**src/rtl/mem_access_stage.sv**
```systemverilog
// rtl/mem_access_stage.sv - pipeline MEM stage: req/ack data-memory access, timeout and sticky error flags
module mem_access_stage #(
  parameter int TIMEOUT = 16
) (
  input  logic        clk,
  input  logic        rst,
  input  logic        in_valid,
  output logic        in_ready,
  input  logic        flush,
  input  logic [31:0] alu_result,
  input  logic [31:0] write_data,
  input  logic [31:0] pc_target,
  input  logic [4:0]  rd,
  input  logic        reg_write,
  input  logic        mem_write,
  input  logic [1:0]  mem_to_reg,
  output logic        dmem_req,
  output logic        dmem_we,
  output logic [31:0] dmem_addr,
  output logic [31:0] dmem_wdata,
  input  logic [31:0] dmem_rdata,
  input  logic        dmem_ack,
  output logic        wb_valid,
  output logic [4:0]  wb_rd,
  output logic        wb_reg_write,
  output logic [1:0]  wb_mem_to_reg,
  output logic [31:0] wb_alu_result,
  output logic [31:0] wb_read_data,
  output logic [31:0] wb_pc_target,
  output logic        err_misalign,
  output logic        err_timeout
);

  typedef enum logic {
    IDLE = 1'b0,
    WAIT = 1'b1
  } state_t;

  localparam logic [7:0] CNT_LAST = 8'(TIMEOUT - 1);

  state_t      state;
  state_t      state_next;
  logic [7:0]  wait_cnt;
  logic [31:0] lat_addr;
  logic [31:0] lat_wdata;
  logic [31:0] lat_pc_target;
  logic [4:0]  lat_rd;
  logic        lat_we;
  logic        lat_reg_write;
  logic [1:0]  lat_mem_to_reg;

  logic capture;
  logic is_mem_op;
  logic aligned;
  logic wait_ack;
  logic wait_timeout;

  assign capture   = (state == IDLE) && in_valid && !flush;
  assign is_mem_op = mem_write || (mem_to_reg == 2'b01);
  assign aligned   = (alu_result[1:0] == 2'b00);

  // Memory-port outputs depend only on state and latched registers.
  assign in_ready   = (state == IDLE);
  assign dmem_req   = (state == WAIT);
  assign dmem_we    = (state == WAIT) && lat_we;
  assign dmem_addr  = lat_addr;
  assign dmem_wdata = lat_wdata;

  always_ff @(posedge clk or negedge rst) begin
    if (!rst) begin
      state <= IDLE;
    end else begin
      state <= state_next;
    end
  end

  always_comb begin
    state_next   = state;
    wait_ack     = 1'b0;
    wait_timeout = 1'b0;
    case (state)
      IDLE: begin
        if (capture && is_mem_op && aligned) begin
          state_next = WAIT;
        end
      end
      WAIT: begin
        // A late ack in the final allowed cycle still completes normally.
        if (dmem_ack) begin
          wait_ack   = 1'b1;
          state_next = IDLE;
        end else if (wait_cnt == CNT_LAST) begin
          wait_timeout = 1'b1;
          state_next   = IDLE;
        end
      end
      default: state_next = IDLE;
    endcase
  end

  always_ff @(posedge clk or negedge rst) begin
    if (!rst) begin
      wait_cnt       <= 8'd0;
      lat_addr       <= 32'd0;
      lat_wdata      <= 32'd0;
      lat_pc_target  <= 32'd0;
      lat_rd         <= 5'd0;
      lat_we         <= 1'b0;
      lat_reg_write  <= 1'b0;
      lat_mem_to_reg <= 2'b00;
      wb_valid       <= 1'b0;
      wb_rd          <= 5'd0;
      wb_reg_write   <= 1'b0;
      wb_mem_to_reg  <= 2'b00;
      wb_alu_result  <= 32'd0;
      wb_read_data   <= 32'd0;
      wb_pc_target   <= 32'd0;
      err_misalign   <= 1'b0;
      err_timeout    <= 1'b0;
    end else begin
      wb_valid <= 1'b0;

      if (capture) begin
        if (is_mem_op && aligned) begin
          lat_addr       <= alu_result;
          lat_wdata      <= write_data;
          lat_pc_target  <= pc_target;
          lat_rd         <= rd;
          lat_we         <= mem_write;
          lat_reg_write  <= reg_write;
          lat_mem_to_reg <= mem_to_reg;
          wait_cnt       <= 8'd0;
        end else begin
          // Non-memory op, or a misaligned access retired without a request.
          wb_valid      <= 1'b1;
          wb_rd         <= rd;
          wb_reg_write  <= is_mem_op ? 1'b0 : reg_write;
          wb_mem_to_reg <= mem_to_reg;
          wb_alu_result <= alu_result;
          wb_read_data  <= 32'd0;
          wb_pc_target  <= pc_target;
          if (is_mem_op) begin
            err_misalign <= 1'b1;
          end
        end
      end

      if (state == WAIT) begin
        if (wait_ack || wait_timeout) begin
          wb_valid      <= 1'b1;
          wb_rd         <= lat_rd;
          wb_reg_write  <= wait_ack && lat_reg_write;
          wb_mem_to_reg <= lat_mem_to_reg;
          wb_alu_result <= lat_addr;
          wb_read_data  <= (wait_ack && !lat_we) ? dmem_rdata : 32'd0;
          wb_pc_target  <= lat_pc_target;
          if (wait_timeout) begin
            err_timeout <= 1'b1;
          end
        end else begin
          wait_cnt <= wait_cnt + 8'd1;
        end
      end
    end
  end

endmodule

```
**config.mk**
```make
export PLATFORM = sky130hd
export DESIGN_NAME = mem_access_stage
export DESIGN_NICKNAME = d
export VERILOG_FILES = /design/src/rtl/mem_access_stage.sv
export SDC_FILE = /design/constraint.sdc
export NUM_CORES = 1
export LEC_CHECK = 0
export BUFFER_PORTS_ARGS = -buffer_cell sky130_fd_sc_hd__buf_4
export CELL_PAD_IN_SITES_DETAIL_PLACEMENT = 1
export CELL_PAD_IN_SITES_GLOBAL_PLACEMENT = 2
export CORE_UTILIZATION = 31
export DETAILED_ROUTE_END_ITERATION = 10
export PLACE_DENSITY = 0.85
export SYNTH_ARGS = -nofsm -noshare
export SYNTH_HDL_FRONTEND = slang
export SYNTH_SLANG_ARGS = --single-unit
```
**constraint.sdc**
```tcl
create_clock -name clk -period 2 [get_ports clk]
set_input_delay 0.4 -clock clk [delete_from_list [all_inputs] [get_ports clk]]
set_output_delay 0.4 -clock clk [all_outputs]
set_load 0.02 [all_outputs]
```
==> summary.md <==
| Metric | Value |
|---|---|
| Via count | `7857` |
| CP max FO | `19` |
| CTS max path bufs | `3` |
| Die Footprint | `30300 sq um` |
| Root Driver | `clkbuf_16` |
| Initial antenna violation count | `2` |
| Pre-antenna DRT Iters | `5` |
| Critical Path RT | `1600 ps` |
| Drt total wl | `31.36 mm` |
| First-pass GRT wire length | `48.98 mm` |
| Top-level port count | `316` |
| Max incr delay on CP | `450 ps` |
| Maxcap violations | `0` |
| Post-Syn Area | `9178 sq um` |
| Row cnt | `62` |
| Number of global-route vias before repair | `8250` |
| F_max | `0.5252 GHz` |
| Worst setup SP type | `flip-flop` |
| Relative slew slack | `72.80%` |
| Final GP Congestion | `0.7347` |
| Main synth FF type | `dfrtp_1` |
| CP bufs+invs | `3` |
| Post-Syn Instances | `770` |
| Slew Viols, Final | `0` |
| Clock slew seen by the registers of the worst setup and hold paths | `60 ps` |
| Cell area after layout | `13180 sq um` |
| First DRT Iteration DRCs | `502` |
| Post-layout min period | `1904 ps` |
| Layout area overhead | `43.59%` |
| Worst vdd ir | `0.6579 mV` |
| Synth top area cells | `dfrtp_1 60%, mux2_2 13%, a31oi_1 4.9%` |
| Dpl cells | `1431` |
| CP endpoint kind | `output port` |
| Pre-CTS setup slack | `0.3904 ps` |
| Clock buffer count from CTS | `27` |
| Core box area | `28940 sq um` |
| Ratio of cells with drive above 1 in the final layout | `46.13%` |
| Nets | `1222` |
| Cell Chain, Critical Path | `inv_4 > buf_16 > buf_4` |
| Final setup skew | `14.74 ps` |
| Leading area contributor after synthesis | `dfrtp_1` |
| PortBufs | `315` |
| Top Family by Delay on Critical Path | `buffers and inverters` |
| Avg WL per Cell | `21.12 microns` |
| Slowest stage cell, crit path | `dfrtp_1` |
| GR Util All Layers | `20.20%` |
| Total grt overflow | `0` |
| Post-synth ARST share | `100.0%` |
| Synth cell types | `34` |
| Final HPWL DP | `19.94 mm` |
| Die Y | `174.1 microns` |
| Setup ws final | `95.85 ps` |
| Syn Area/Cell | `11.92 sq um` |
| Largest net degree at the start of global routing | `75` |
| # fillers | `3121` |
| Synth top area share | `60.26%` |
| Top cells by count, synth | `221 x dfrtp_1, 103 x mux2_2, 79 x nand3_1` |
| HP Class | `in2reg` |
| Clk_lat worst skew | `530 ps` |
| Final Hold Fails | `0` |
| Warnings, synthesis | `0` |
| Part of the Yosys area used for sequential elements | `60.26%` |
| Net count of the mapped netlist | `913` |
| Status | `completed` |
| Fin cells | `1485` |
| Vias per cell | `5.291` |
| Setup tns final | `0 ps` |
| EDFF count, synth | `0` |
| CTS tree | `built` |
| Yosys reg bits | `221` |
| Pwr per Cell Area | `1081 nW/um^2` |
| Fin crit share | `95.21%` |
| Slew @ Worst Pin | `408.0 ps` |
| Static Leak | `6.118 nW` |
| Post-place instance area | `12230 sq um` |
| Crit path DAT | `1500 ps` |
| Final setup violation count | `0` |
| Most common cell in the netlist | `dfrtp_1` |
| DRC Markers | `0` |
| Initial Utilization | `31.72%` |
| Overall Power | `0.01425 W` |
| Clock Sinks | `221` |
| H-tree levels | `1` |
| Die width | `174.1 microns` |
| Setup repair after global routing missed its margin | `no` |
| WS Path Type | `reg2out` |
| Antenna-violating nets left | `0` |
## power breakdown
part	switching, W	internal, W
Sequential	0.000542	0.00536
Combinational	0.00193	0.00173
Clock	0.00189	0.00279
## cells by family after synthesis
family | count (synthesis) | share of synthesized area (%)
buffers and inverters | 75 | 3.408
adders and majority gates | 1 | 0.1363
AOI/OAI and AO/OA | 195 | 13.57
DFF | 221 | 60.26
muxes | 103 | 12.64
and+or+nand+nor | 175 | 9.993
## layer usage
| layer | global-route usage, % | share of wire [%] | up-vias |
|---|---|---|---|
| li1 | - | - | 3485 |
| met1 | 27.13 | 43 | 4061 |
| met2 | 32.55 | 48 | 264 |
| met3 | 4.637 | 6.7 | 47 |
| met4 | 5.738 | 2.4 | 0 |
| met5 | 0 | 0 | - |
## cell usage in the layout, fill, tap and decap left out, types with 2 or more instances in the layout
| cell type | synthesis | final |
|---|---|---|
| a211o_1 | 2 | 2 |
| a22o_1 | 32 | 32 |
| a31oi_1 | 72 | 72 |
| and2_1 | 4 | 4 |
| and3_1 | 4 | 3 |
| buf_12 | 0 | 16 |
| buf_4 | 0 | 326 |
| buf_6 | 0 | 3 |
| clkbuf_1 | 43 | 8 |
| clkbuf_16 | 0 | 28 |
| clkbuf_8 | 0 | 5 |
| clkinv_2 | 0 | 7 |
| dfrtp_1 | 221 | 221 |
| diode_2 | 0 | 2 |
| inv_1 | 5 | 4 |
| mux2_2 | 103 | 103 |
| nand2_1 | 4 | 4 |
| nand3_1 | 79 | 78 |
| nor2_1 | 3 | 2 |
| nor2b_1 | 2 | 2 |
| nor3_1 | 72 | 72 |
| nor3b_1 | 2 | 2 |
| o211ai_1 | 3 | 3 |
| o21ai_0 | 77 | 77 |
| o21ai_4 | 1 | 2 |
## stage by stage
step           hold WS, ps  util, %
6_report             92.57    45.54
5_1_grt              75.07    45.54
4_1_cts              69.69    45.39
3_5_place_dp         317.7    42.28
2_1_floorplan        104.4        -
3_3_place_gp         317.3    42.28
## timing repair
item | CTS | global route
hold buffers | 1 | 0
setup buffers | 0 | 0
gates resized for setup | 1 | 5
hold endpoints to repair | 36 | 0
endpoints found under the setup margin | 1 | 46
cloned | 1 | 1
## worst paths after layout
path | startpoint | endpoint | slack, ps | cells past startpoint
max | dmem_req | in_ready | 100 | 3
min | dmem_rdata[23] | wb_read_data[23] | 90 | 2
max reg2reg | wait_cnt[0] | wb_pc_target[31] | 110 | 6
min reg2reg | err_timeout | err_timeout | 490 | 1
max in group asynchronous | rst | dmem_addr[26] | 890 | 3
min in group asynchronous | rst | wb_pc_target[2] | 360 | 2
## final cells by class
| cell class | count | area [sq um] | share of cell area, % |
|---|---|---|---|
| sequential | 221 | 5530 | 41.97 |
| multi-input combinational | 474 | 3381 | 25.66 |
| timing repair buffer | 350 | 2912 | 22.09 |
| clock buffer | 40 | 774.5 | 5.877 |
| tap | 384 | 480.5 | 3.646 |
| clock inverter | 9 | 73.82 | 0.5602 |
| inverter | 5 | 21.27 | 0.1614 |
| antenna | 2 | 5.005 | 0.03798 |
Note: power is estimated with default switching activity, not from simulation.
